<file path="src/rtl/rtc_time_counter.sv">
// rtc_time_counter: time-of-day counter advanced by rising edges of the 10 Hz divider output.
// Define RTC_ALARM_EN to add a sticky hour:minute alarm.
module rtc_time_counter #(
    parameter int TENTHS_PER_SEC = 10,
    parameter int HOURS_PER_DAY  = 24
) (
    input  logic       i_clk,
    input  logic       i_reset,
    input  logic       i_div_clk,
    input  logic       i_run,
    input  logic       i_set,
    input  logic [4:0] i_set_hour,
    input  logic [5:0] i_set_min,
    input  logic [5:0] i_set_sec,
`ifdef RTC_ALARM_EN
    input  logic [4:0] i_alarm_hour,
    input  logic [5:0] i_alarm_min,
    input  logic       i_alarm_set,
    input  logic       i_alarm_clr,
    output logic       o_alarm,
`endif
    output logic [3:0] o_tenth,
    output logic [5:0] o_sec,
    output logic [5:0] o_min,
    output logic [4:0] o_hour,
    output logic       o_running,
    output logic       o_sec_pulse,
    output logic       o_day_pulse
);
    typedef enum logic {STOP, RUN} state_t;
    localparam logic [3:0] TENTH_MAX = 4'(TENTHS_PER_SEC - 1);
    localparam logic [4:0] HOUR_MAX  = 5'(HOURS_PER_DAY - 1);
    state_t     state;
    logic       div_d, tick, adv;
    logic       tenth_wrap, sec_wrap, min_wrap, hour_wrap;
    logic [3:0] tenth_n;
    logic [5:0] sec_n, min_n, load_min, load_sec;
    logic [4:0] hour_n, load_hour;
    // The divider shares i_clk, so its output is edge-detected without a synchronizer.
    always_comb begin
        tick       = i_div_clk & ~div_d;
        adv        = (state == RUN) & tick & ~i_set;
        tenth_wrap = o_tenth == TENTH_MAX;
        sec_wrap   = tenth_wrap & (o_sec == 6'd59);
        min_wrap   = sec_wrap & (o_min == 6'd59);
        hour_wrap  = min_wrap & (o_hour == HOUR_MAX);
        tenth_n    = tenth_wrap ? 4'd0 : o_tenth + 4'd1;
        sec_n      = sec_wrap ? 6'd0 : tenth_wrap ? o_sec + 6'd1 : o_sec;
        min_n      = min_wrap ? 6'd0 : sec_wrap ? o_min + 6'd1 : o_min;
        hour_n     = hour_wrap ? 5'd0 : min_wrap ? o_hour + 5'd1 : o_hour;
        load_hour  = ({1'b0, i_set_hour} < 6'(HOURS_PER_DAY)) ? i_set_hour : 5'd0;
        load_min   = (i_set_min < 6'd60) ? i_set_min : 6'd0;
        load_sec   = (i_set_sec < 6'd60) ? i_set_sec : 6'd0;
    end
    always_ff @(posedge i_clk or posedge i_reset) begin
        if (i_reset) begin
            state       <= STOP;
            div_d       <= 1'b1;
            o_running   <= 1'b0;
            o_sec_pulse <= 1'b0;
            o_day_pulse <= 1'b0;
            o_tenth     <= '0;
            o_sec       <= '0;
            o_min       <= '0;
            o_hour      <= '0;
        end else begin
            div_d       <= i_div_clk;
            state       <= i_run ? RUN : STOP;
            o_running   <= i_run;
            o_sec_pulse <= adv & tenth_wrap;
            o_day_pulse <= adv & hour_wrap;
            if (i_set) begin
                o_tenth <= '0;
                o_sec   <= load_sec;
                o_min   <= load_min;
                o_hour  <= load_hour;
            end else if (adv) begin
                o_tenth <= tenth_n;
                o_sec   <= sec_n;
                o_min   <= min_n;
                o_hour  <= hour_n;
            end
        end
    end
`ifdef RTC_ALARM_EN
    logic [4:0] alarm_hour;
    logic [5:0] alarm_min;
    logic       alarm_hit;
    // Only counting across a minute boundary into the alarm time fires; loads never do.
    assign alarm_hit = adv & sec_wrap & (min_n == alarm_min) & (hour_n == alarm_hour);
    always_ff @(posedge i_clk or posedge i_reset) begin
        if (i_reset) begin
            alarm_hour <= '0;
            alarm_min  <= '0;
            o_alarm    <= 1'b0;
        end else begin
            if (i_alarm_set) begin
                alarm_hour <= i_alarm_hour;
                alarm_min  <= i_alarm_min;
            end
            o_alarm <= alarm_hit | (o_alarm & ~i_alarm_clr);
        end
    end
`endif
endmodule

</file>
<file path="config.mk">
export PLATFORM = sky130hd
export DESIGN_NAME = rtc_time_counter
export DESIGN_NICKNAME = d
export VERILOG_FILES = /design/src/rtl/rtc_time_counter.sv
export SDC_FILE = /design/constraint.sdc
export NUM_CORES = 1
export LEC_CHECK = 0
export ABC_AREA = 0
export BUFFER_PORTS_ARGS = -buffer_cell sky130_fd_sc_hd__buf_4
export CORE_ASPECT_RATIO = 0.75
export CORE_MARGIN = 2
export CORE_UTILIZATION = 40
export DETAILED_ROUTE_END_ITERATION = 12
export PLACE_DENSITY_LB_ADDON = 0.15
export SLEW_MARGIN = 5
export SYNTH_ARGS = -nofsm -noshare
export SYNTH_HDL_FRONTEND = slang
export SYNTH_SLANG_ARGS = --single-unit
</file>
<file path="constraint.sdc">
create_clock -name i_clk -period 1.65 [get_ports i_clk]
set_input_delay 0.165 -clock i_clk [delete_from_list [all_inputs] [get_ports i_clk]]
set_output_delay 0.165 -clock i_clk [all_outputs]
set_load 0.02 [all_outputs]
</file>
==> summary.md, run 1 <==
| Metric | Value |
|---|---|
| Status | complete, but fails checks |
| Failing checks | setup timing |
| Kind of critical path | register to register |
| Filler cell count | 317 |
| Met2 global-route usage | 0.3727 |
| Pint | 1.117 mW |
| Syn_area_per_cell | 8.978 um2 |
| Pin count of the biggest net entering global routing | 26 |
| Setup slack, reg-to-reg | -0.20 ns |
| Total gr overflow | 0 |
| I/O Pins | 46 |
| Clock power share | 0.234 |
| Max clock buf depth | 2 |
| Worst EP arrival | 2.05 ns |
| CP Capture Type | register |
| Initial core utilization | 0.4193 |
| Drt wl/cell | 15.49 um |
| Via density | 5.631 |
| Final setup viols | 15 |
| Fin Setup TNS | -1.594 ns |
| First-pass GRT wire length | 7.631 mm |
| Critical R2R Launch | o_tenth[1] |
| Max_slew headroom | 0.6094 |
| Ys Warns | 0 |
| Root Driver | clkbuf_8 |
| GR Util met3 | 0.04870 |
| Tightest Pin Transition | 0.5782 ns |
| Buffers on Ports | 45 |
| Net Sw Power | 0.5619 mW |
| Area Overhead vs Synth | 59.90% |
| Startpoint types | register |
| Dominant cell type by area after synthesis | dfrtp_1 |
| Hold Crit Class | input pin to register |
| MaxCap Viol Count | 0 |
| Full die area | 4355 um2 |
| Register area share after synthesis | 0.4083 |
| Setup ws final | -0.1983 ns |
| Hold Crit Start | i_set_sec[1] |
| Synthesized cell area | 1535 um2 |
| Synth top area share | 0.3912 |
| Htree depth | 1 |
| Row Count | 19 |
| CTS tree | yes |
| Met1 Use GR | 0.3048 |
| CP max FO | 8 |
| Slew Limit Fails | 0 |
| Vias in the first global route | 1,690 |
| Setup WS pre-CTS | -0.1199 ns |
| Number of antenna diodes | 0 |
| VDD IR max | 0.4962 mV |
| Iteration-0 DRC Markers | 119 |
| Combinational Power Share | 0.335 |
| Syn Inst Count | 171 |
| Reg2Reg Capture Point | o_hour[2] |
| Min Tclk post-route | 1.848 ns |
| First-pass DRT Iterations | 4 |
| Power per cell area | 683.8 nW/um2 |
| Initial antenna violation count | 0 |
| FFs w/ async S/R, synth | 1.000 |
| Most utilized layer in the global route result | met2 |
| P_leak | 1.095 nW |
| Final hold viol count | 0 |
| Die Span X | 75.54 um |
| Synth unique cells | 50 |
| Syn Nets | 198 |
| Ranking of synthesized cells by area | dfrtp_1, a21oi_1, nand3_1, ha_1, nor2_1 |
| CTS Sinks | 25 |
| Nets | 285 |
| Switch share | 0.3347 |
| CTS Buf Count | 3 |
| Critical path required time | 1.85 ns |
| HPWL Detailed | 3.310 mm |
| Worst hold path stage count | 3 |
| Worst-Skew Late Latency | 0.28 ns |
| Routed Antenna Nets | 0 |
| Remaining DRCs | 0 |
| #FFs+latches synth | 25 |
| Skew final | 0.01078 ns |
| GPL Wtd Cong | 0.7898 |
| Fmax | 0.5410 GHz |
| Top_reg_cell synth | dfrtp_1 |
| Reg2reg path depth | 7 |
| Worst setup path start | o_tenth[1] |
| Post-synth EDFFs | 0 |
| Detailed Route WL | 4.786 mm |
| Reg clk slew, reported paths | 0.10 ns |
| GRT Resource Usage Total | 0.2244 |
| Seq pwr share | 0.431 |
| Die Y | 57.65 um |
| Unrepaired setup endpoints after global routing | true |
| Via count | 1,740 |
| Share of cells above drive strength 1 | 0.4825 |
| Hold endpoint | o_sec[1] |
| Period utilization | 1.120 |
| Core area | 3661 um2 |
-- per-stage QoR --
step / power (mW) / cells / util / hold slack [ns] / instance area [um2]
after global routing: 1.766 / 309 / 0.6705 / 0.1109 / 2455
final: 1.679 / 309 / 0.6705 / 0.1158 / 2455
after floorplan: 0.9847 / 171 / - / 0.1695 / 1608
after detailed placement: 1.257 / 295 / 0.6083 / 0.2517 / 2227
after global placement: 1.241 / 295 / 0.6083 / 0.2493 / 2227
after CTS: 1.669 / 304 / 0.6401 / 0.1077 / 2344
-- layout make-up --
type                            instances  area (um2)  share of cell area
Clock inverter                          1       7.507            0.003058
Sequential cell                        25       634.4              0.2584
Tap cell                               52       65.06             0.02650
Multi-Input combinational cell        127       974.7              0.3970
Clock buffer                            3       41.29             0.01682
Inverter                               11       41.29             0.01682
Timing Repair Buffer                   90       690.7              0.2813
-- cells by family (layout without fill, tap and decap cells) --
group | after synthesis | in the layout | share of synthesized area
and+or+nand+nor | 68 | 68 | 0.2551
DFF | 25 | 25 | 0.4083
adders and majority gates | 5 | 5 | 0.04075
buffers and inverters | 19 | 105 | 0.04890
AOI/OAI and AO/OA | 54 | 54 | 0.2470
-- state kept, by name, summed over array words and instances (netlist names) --
signal       flops
o_sec_pulse      1
o_hour           5
o_running        1
o_min            6
o_day_pulse      1
o_sec            6
div_d            1
o_tenth          4
-- cells in the mapped netlist, drive strengths merged (3+ instances only) --
master,instances
a31oi,5
a21o,3
o31ai,4
a21oi,14
o31a,3
o211ai,3
nor4,3
ha,5
buf,5
dfrtp,24
nand4,3
inv,11
nand2,11
clkbuf,3
nand3,14
nor2,13
or4,3
nor3,5
o21ai,7
-- cell usage in the layout (no fill, tap or decap), drive strengths merged, types with 2 or more instances in the layout --
cell type / n
or3: 2
dlygate4sd3: 3
nand4b: 2
o22ai: 2
o41ai: 2
a31oi: 5
nand3: 14
o31ai: 4
a21oi: 14
nor2: 13
buf: 87
ha: 5
or4: 3
and3: 2
a21o: 3
dfrtp: 24
nand2: 11
inv: 11
o31a: 3
nand3b: 2
or2: 2
nand4: 3
o21ai: 7
clkbuf: 3
nor4: 3
o211ai: 3
nor3: 5
o21a: 2
and3b: 2
-- worst max-delay path by stage --
stage / to / slack (ns) / cells past startpoint
detailed placement: o_hour[0] / -0.12 / 7
floorplan: o_hour[0] / -0.15 / 6
finish: o_hour[2] / -0.20 / 7
CTS: o_hour[2] / -0.12 / 7
global placement: o_hour[2] / -0.04 / 7
global route: o_hour[2] / -0.27 / 7
-- worst max-delay path: stages (launching register included) --
cell and delay (ns):
dfrtp_2 0.43, inv_2 0.07, ha_4 0.13, and3b_2 0.20, nand4_1 0.14, buf_6 0.18
or4_4 0.41, a31oi_2 0.19
-- power groups by stage --
| stage | Combinational [mW] | Sequential [mW] | Clock (mW) |
|---|---|---|---|
| floorplan | 0.173 | 0.812 | 0 |
| global placement | 0.512 | 0.730 | 0 |
| detailed placement | 0.523 | 0.733 | 0 |
| CTS | 0.539 | 0.721 | 0.409 |
| global route | 0.608 | 0.730 | 0.428 |
| finish | 0.563 | 0.724 | 0.392 |
-- routing by layer --
layer  wire length, um  part of all wire  vias to the layer above
met5                 0                 0                        -
met4                60             0.013                        0
met3               281             0.059                        8
met2              2345              0.49                       80
met1              2098              0.44                      828
li1                  -                 -                      824
-- what timing repair did --
action	CTS	global route
gates resized for setup	4	15
buffers inserted	2	5
hold buffers	3	0
setup endpoints to repair	11	16
hold endpoints to repair	26	0
pin swaps	6	6
No activity file was read; power rests on OpenSTA's default activity.
==> run 2, diff against run 1 <==
==> constraint.sdc (replaced) <==
create_clock -name i_clk -period 1.65 [get_ports i_clk]
set_input_delay 0.33 -clock i_clk [delete_from_list [all_inputs] [get_ports i_clk]]
set_output_delay 0.33 -clock i_clk [all_outputs]
set_load 0.02 [all_outputs]
==> summary.md, run 2 (synthesized netlist as in run 1, its figures left out) <==
| Metric | Value |
|---|---|
| Status | complete, but fails checks (unchanged) |
| Failing checks | setup timing (unchanged) |
| Critical path required time | 1.85 ns (about the same) |
| Design Area, Final | 2396 um2 (was 2455 um2) |
| Core area | 3661 um2 (unchanged) |
| CTS Buf Count | 3 (unchanged) |
| CP Capture Type | register (unchanged) |
| Initial core utilization | 0.4193 (unchanged) |
| HPWL Detailed | 3.365 mm (was 3.310 mm) |
| Routed Antenna Nets | 0 (unchanged) |
| Max clock buf depth | 2 (unchanged) |
| Final Total Pwr | 1.664 mW (was 1.679 mW) |
| Largest registers | o_min x6, o_sec x6, o_hour x5 (unchanged) |
| Full die area | 4355 um2 (unchanged) |
| Worst hold slack | 0.1052 ns (was 0.1158 ns) |
| First-pass GRT wire length | 7.693 mm (was 7.631 mm) |
| CTS Sinks | 25 (unchanged) |
| Root Driver | clkbuf_8 (unchanged) |
| Worst path max stage delay | 0.42 ns (was 0.43 ns) |
| Via density | 5.613 (was 5.631) |
| VDD IR max | 0.6589 mV (was 0.4962 mV) |
| Iteration-0 DRC Markers | 52 (was 119) |
| I/O Pins | 46 (unchanged) |
| Setup ws final | -0.05135 ns (was -0.1983 ns) |
| Min Tclk post-route | 1.701 ns (was 1.848 ns) |
| Power per cell area | 694.5 nW/um2 (was 683.8 nW/um2) |
| Worst-Skew Late Latency | 0.27 ns (was 0.28 ns) |
| Slew Limit Fails | 0 (unchanged) |
| Total gr overflow | 0 (unchanged) |
| CP max stage cell | dfrtp_2 (unchanged) |
| Startpoint types | register (unchanged) |
| Fmax | 0.5878 GHz (was 0.5410 GHz) |
| Pin count of the biggest net entering global routing | 26 (unchanged) |
| Drt wl/cell | 15.35 um (was 15.49 um) |
| CP cell instances | inv_2 > ha_4 > and3b_1 > nand4_1 > buf_6 > or4_4 > a31oi_1 (was inv_2 > ha_4 > and3b_2 > nand4_1 > buf_6 > or4_4 > a31oi_2) |
| Period utilization | 1.031 (was 1.120) |
| Nets | 281 (was 285) |
| Via count | 1,712 (was 1,740) |
| Unrepaired setup endpoints after global routing | true (unchanged) |
| Max_slew headroom | 0.5940 (was 0.6094) |
| Htree depth | 1 (unchanged) |
| Remaining DRCs | 0 (unchanged) |
| Initial antenna violation count | 0 (unchanged) |
| CP max FO | 8 (unchanged) |
| Commonest cells after routing, fill and taps aside | buf_4, dfrtp_1, nand3_1 (unchanged) |
| Worst EP arrival | 1.90 ns (was 2.05 ns) |
| Share of cells above drive strength 1 | 0.4625 (was 0.4825) |
| GPL Wtd Cong | 0.7897 (was 0.7898) |
| Fin Setup TNS | -0.2714 ns (was -1.594 ns) |
| MaxCap Viol Count | 0 (unchanged) |
| P_leak | 1.083 nW (was 1.095 nW) |
| Number of antenna diodes | 0 (unchanged) |
| Final setup viols | 10 (was 15) |
| Vias in the first global route | 1,749 (was 1,690) |
| Tightest Pin Transition | 0.6010 ns (was 0.5782 ns) |
| Hold Crit Class | input pin to async pin (was input pin to register) |
| Critical R2R Launch | o_tenth[1] (unchanged) |
| Area after DPL | 2227 um2 (unchanged) |
| Die Span X | 75.54 um (unchanged) |
| Commonest non-fill, non-tap cell in the layout | buf_4 (unchanged) |
| CTS tree | yes (unchanged) |
| Fin util | 0.6545 (was 0.6705) |
| Buffers on Ports | 45 (unchanged) |
| Final hold viol count | 0 (unchanged) |
| GRT Resource Usage Total | 0.2286 (was 0.2244) |
| Row Count | 19 (unchanged) |
| Worst setup path start | o_tenth[1] (unchanged) |
| Reg clk slew, reported paths | 0.10 ns (about the same) |
| Kind of critical path | register to register (unchanged) |
| Die Y | 57.65 um (unchanged) |
| Skew final | 0.004815 ns (was 0.01078 ns) |
| Detailed Route WL | 4.682 mm (was 4.786 mm) |
| First-pass DRT Iterations | 4 (unchanged) |
| Area Overhead vs Synth | 56.07% (was 59.90%) |
run 2: area by class of cell:
type | instances | area, um2
clock buffers | 3 | 41.29
clock inverters | 1 | 5.005
fillers | 327 | 1265
inverters | 11 | 41.29
multi-input cells | 127 | 952.2
flip-flops and latches | 25 | 634.4
well taps | 52 | 65.06
repair buffers | 86 | 656.9
run 2: where the power goes:
| group | total, mW | switching, mW | internal (mW) |
|---|---|---|---|
| sequential | 0.720 | 0.0518 | 0.668 |
| clock | 0.383 | 0.214 | 0.170 |
| combinational | 0.561 | 0.289 | 0.272 |
run 2: metrics by stage:
step / worst slack [ns] / std cells
6_report: -0.05135 / 305
3_5_place_dp: -0.09119 / 295
5_1_grt: -0.1577 / 305
3_3_place_gp: -0.04273 / 295
2_1_floorplan: -0.1461 / 171
4_1_cts: -0.06510 / 306
run 2: path summary, 6_finish.rpt:
kind,endpoint,slack (ns),depth (start not counted)
hold / removal,o_min[5],0.11,3
max in group asynchronous,div_d,1.25,3
min in group i_clk,o_running,0.15,1
hold reg to reg,o_tenth[3],0.61,1
setup / recovery,o_hour[2],-0.05,7
setup reg to reg,o_hour[2],-0.05,7
run 2: critical path: cells and delay by family, from the launching register on:
family / cells / cell delay, ns
flops: 1 / 0.42
simple gates: 3 / 0.71
fa+ha+maj: 1 / 0.13
compound gates: 1 / 0.15
buf+inv: 2 / 0.22
run 2: what timing repair did:
| item | in CTS | in global routing |
|---|---|---|
| resized for setup | 7 | 11 |
| setup endpoints to repair | 11 | 17 |
| endpoints found under the hold margin | 0 | 0 |
| hold buffers | 0 | 0 |
| buffers inserted | 7 | 0 |
| pin swaps | 8 | 3 |
run 2: metal layers:
layer  GRT usage  share of wire  vias up
met2      0.3913           0.51       58
met3     0.04870          0.047        9
met4     0.05764          0.014        0
met1      0.2939           0.43      825
met5           0              0        -
li1            -              -      820
==> run 3, diff against run 2 <==
--- a/config.mk
+++ b/config.mk
@@ -9,9 +9,10 @@
 export BUFFER_PORTS_ARGS = -buffer_cell sky130_fd_sc_hd__buf_4
 export CORE_ASPECT_RATIO = 0.75
 export CORE_MARGIN = 2
-export CORE_UTILIZATION = 40
+export CORE_UTILIZATION = 30
 export DETAILED_ROUTE_END_ITERATION = 12
 export PLACE_DENSITY_LB_ADDON = 0.15
+export SETUP_SLACK_MARGIN = 0.15
 export SLEW_MARGIN = 5
 export SYNTH_ARGS = -nofsm -noshare
 export SYNTH_HDL_FRONTEND = slang
==> summary.md, run 3 (synthesized netlist as in run 1, its figures left out) <==
| Metric | Value |
|---|---|
| Status | complete, but fails checks (unchanged) |
| Failing checks | setup timing (unchanged) |
| HPWL Detailed | 3.434 mm (was 3.365 mm) |
| Min Tclk post-route | 1.711 ns (was 1.701 ns) |
| CTS Hold Buffers Added | 0 (unchanged) |
| GPL Wtd Cong | 0.7659 (was 0.7897) |
| Unrepaired setup endpoints after global routing | true (unchanged) |
| Commonest non-fill, non-tap cell in the layout | buf_4 (unchanged) |
| Remaining DRCs | 0 (unchanged) |
| Share of cells above drive strength 1 | 0.4903 (was 0.4625) |
| CP cell instances | ha_4 > nand4_1 > buf_4 > o41ai_4 > o31ai_1 > a211o_1 (was inv_2 > ha_4 > and3b_1 > nand4_1 > buf_6 > or4_4 > a31oi_1) |
| Number of antenna diodes | 0 (unchanged) |
| First-pass GRT wire length | 7.376 mm (was 7.693 mm) |
| Commonest cells after routing, fill and taps aside | buf_4, dfrtp_1, nand3_1 (unchanged) |
| Initial antenna violation count | 0 (unchanged) |
| MaxCap Viol Count | 0 (unchanged) |
| Clock power share | 0.220 (was 0.230) |
| Root Driver | clkbuf_8 (unchanged) |
| Pin count of the biggest net entering global routing | 26 (unchanged) |
| Multi-input logic area | 970.9 um2 (was 952.2 um2) |
| CP max FO | 4 (was 8) |
| Register area | 634.4 um2 (unchanged) |
| P_leak | 1.114 nW (was 1.083 nW) |
| Placed cells | 309 (was 295) |
| Met2 Routed Length | 1.999 mm (was 2.368 mm) |
| Detailed Route WL | 4.444 mm (was 4.682 mm) |
| Filler cell count | 498 (was 327) |
| Combinational Power Share | 0.339 (was 0.337) |
| CP max stage cell | dfrtp_2 (unchanged) |
| I/O Pins | 46 (unchanged) |
| Power per cell area | 662.3 nW/um2 (was 694.5 nW/um2) |
| Max_slew headroom | 0.7647 (was 0.5940) |
| CTS Buf Count | 3 (unchanged) |
| GRT Resource Usage Total | 0.1603 (was 0.2286) |
| Final Total Pwr | 1.631 mW (was 1.664 mW) |
| Htree depth | 1 (unchanged) |
| Largest registers | o_min x6, o_sec x6, o_hour x5 (unchanged) |
| Design Area, Final | 2462 um2 (was 2396 um2) |
| Fin Setup TNS | -0.3772 ns (was -0.2714 ns) |
| Area after DPL | 2286 um2 (was 2227 um2) |
| Initial core utilization | 0.3133 (was 0.4193) |
| Row Count | 22 (was 19) |
| Switch share | 0.3204 (was 0.3331) |
| Setup ws final | -0.06087 ns (was -0.05135 ns) |
| Drt wl/cell | 14.02 um (was 15.35 um) |
| Total gr overflow | 0 (unchanged) |
| Core area | 4900 um2 (was 3661 um2) |
| CTS tree | yes (unchanged) |
| Worst path max stage delay | 0.40 ns (was 0.42 ns) |
| Pint | 1.108 mW (was 1.110 mW) |
| Net Sw Power | 0.5224 mW (was 0.5543 mW) |
| Skew final | 0.007269 ns (was 0.004815 ns) |
| Slew Limit Fails | 0 (unchanged) |
| Routed Antenna Nets | 0 (unchanged) |
| Fin util | 0.5026 (was 0.6545) |
| Max clock buf depth | 2 (unchanged) |
| Startpoint types | register (unchanged) |
| Area Overhead vs Synth | 60.39% (was 56.07%) |
| Final setup viols | 12 (was 10) |
| CTS Sinks | 25 (unchanged) |
| Hold Crit Class | input pin to async pin (unchanged) |
| Fin cells | 317 (was 305) |
| Die Y | 65.95 um (was 57.65 um) |
| Reg2reg path depth | 6 (was 7) |
| WL met3 | 156 um (was 220 um) |
| Seq pwr share | 0.441 (was 0.433) |
| Via density | 5.091 (was 5.613) |
| CP Capture Type | register (unchanged) |
| Full die area | 5711 um2 (was 4355 um2) |
| Vias in the first global route | 1,586 (was 1,749) |
| Worst hold slack | 0.1047 ns (was 0.1052 ns) |
| Period utilization | 1.037 (was 1.031) |
| Worst EP arrival | 1.87 ns (was 1.90 ns) |
| First-pass DRT Iterations | 4 (unchanged) |
| Worst-Skew Late Latency | 0.27 ns (about the same) |
| Reg clk slew, reported paths | 0.09 ns (was 0.10 ns) |
| Buffers on Ports | 45 (unchanged) |
| Nets | 285 (was 281) |
| Iteration-0 DRC Markers | 64 (was 52) |
| Via count | 1,614 (was 1,712) |
| Fmax | 0.5845 GHz (was 0.5878 GHz) |
| Die Span X | 86.60 um (was 75.54 um) |
| Routed met1 length | 2.265 mm (was 2.029 mm) |
| Kind of critical path | register to register (unchanged) |
| VDD IR max | 0.4907 mV (was 0.6589 mV) |
| Tightest Pin Transition | 0.3504 ns (was 0.6010 ns) |
| Setup WS pre-CTS | -0.09734 ns (was -0.09119 ns) |
| Top sig layer | met4 (unchanged) |
| Critical path required time | 1.81 ns (was 1.85 ns) |
| Final hold viol count | 0 (unchanged) |
run 3: routing by layer:
layer  GRT usage  up-vias
met5           0        -
met4     0.02344        0
met3     0.02996        2
met2      0.2510       31
met1      0.2344      757
li1            -      824
run 3: timing repair:
item                                    in CTS  in global routing
setup buffers                                2                  2
resized for setup                            9                 14
endpoints found under the setup margin      18                 18
pin swaps                                    6                  5
run 3: area by class of cell:
class,instances,area share
Sequential cell,25,0.2576
Tap cell,60,0.03049
Inverter,11,0.01677
Clock buffer,3,0.01677
Clock inverter,1,0.002033
Multi-Input combinational cell,127,0.3943
Timing Repair Buffer,90,0.2820
run 3: critical path, delay by kind of cell (launching register included):
kind / cells / cell delay (ns)
compound gates: 3 / 0.78
flops: 1 / 0.40
buf+inv: 1 / 0.17
simple gates: 1 / 0.11
fa+ha+maj: 1 / 0.14
run 3: final timing paths:
kind | startpoint | endpoint | slack (ns)
min in group i_clk | i_run | o_running | 0.17
worst min register to register | o_min[5] | o_min[5] | 0.64
worst max register to register | o_sec[1] | o_min[5] | -0.06
worst min-delay path | i_reset | o_tenth[2] | 0.10
worst max-delay path | o_sec[1] | o_min[5] | -0.06
max in group asynchronous | i_reset | div_d | 1.25
run 3: power by group through the flow:
| stage | Combinational, mW | Sequential (mW) | Clock (mW) |
|---|---|---|---|
| 6_report | 0.552 | 0.720 | 0.359 |
| 5_1_grt | 0.604 | 0.729 | 0.397 |
| 4_1_cts | 0.546 | 0.720 | 0.375 |
| 3_5_place_dp | 0.536 | 0.732 | 0 |
| 3_3_place_gp | 0.535 | 0.731 | 0 |
| 2_1_floorplan | 0.174 | 0.812 | 0 |
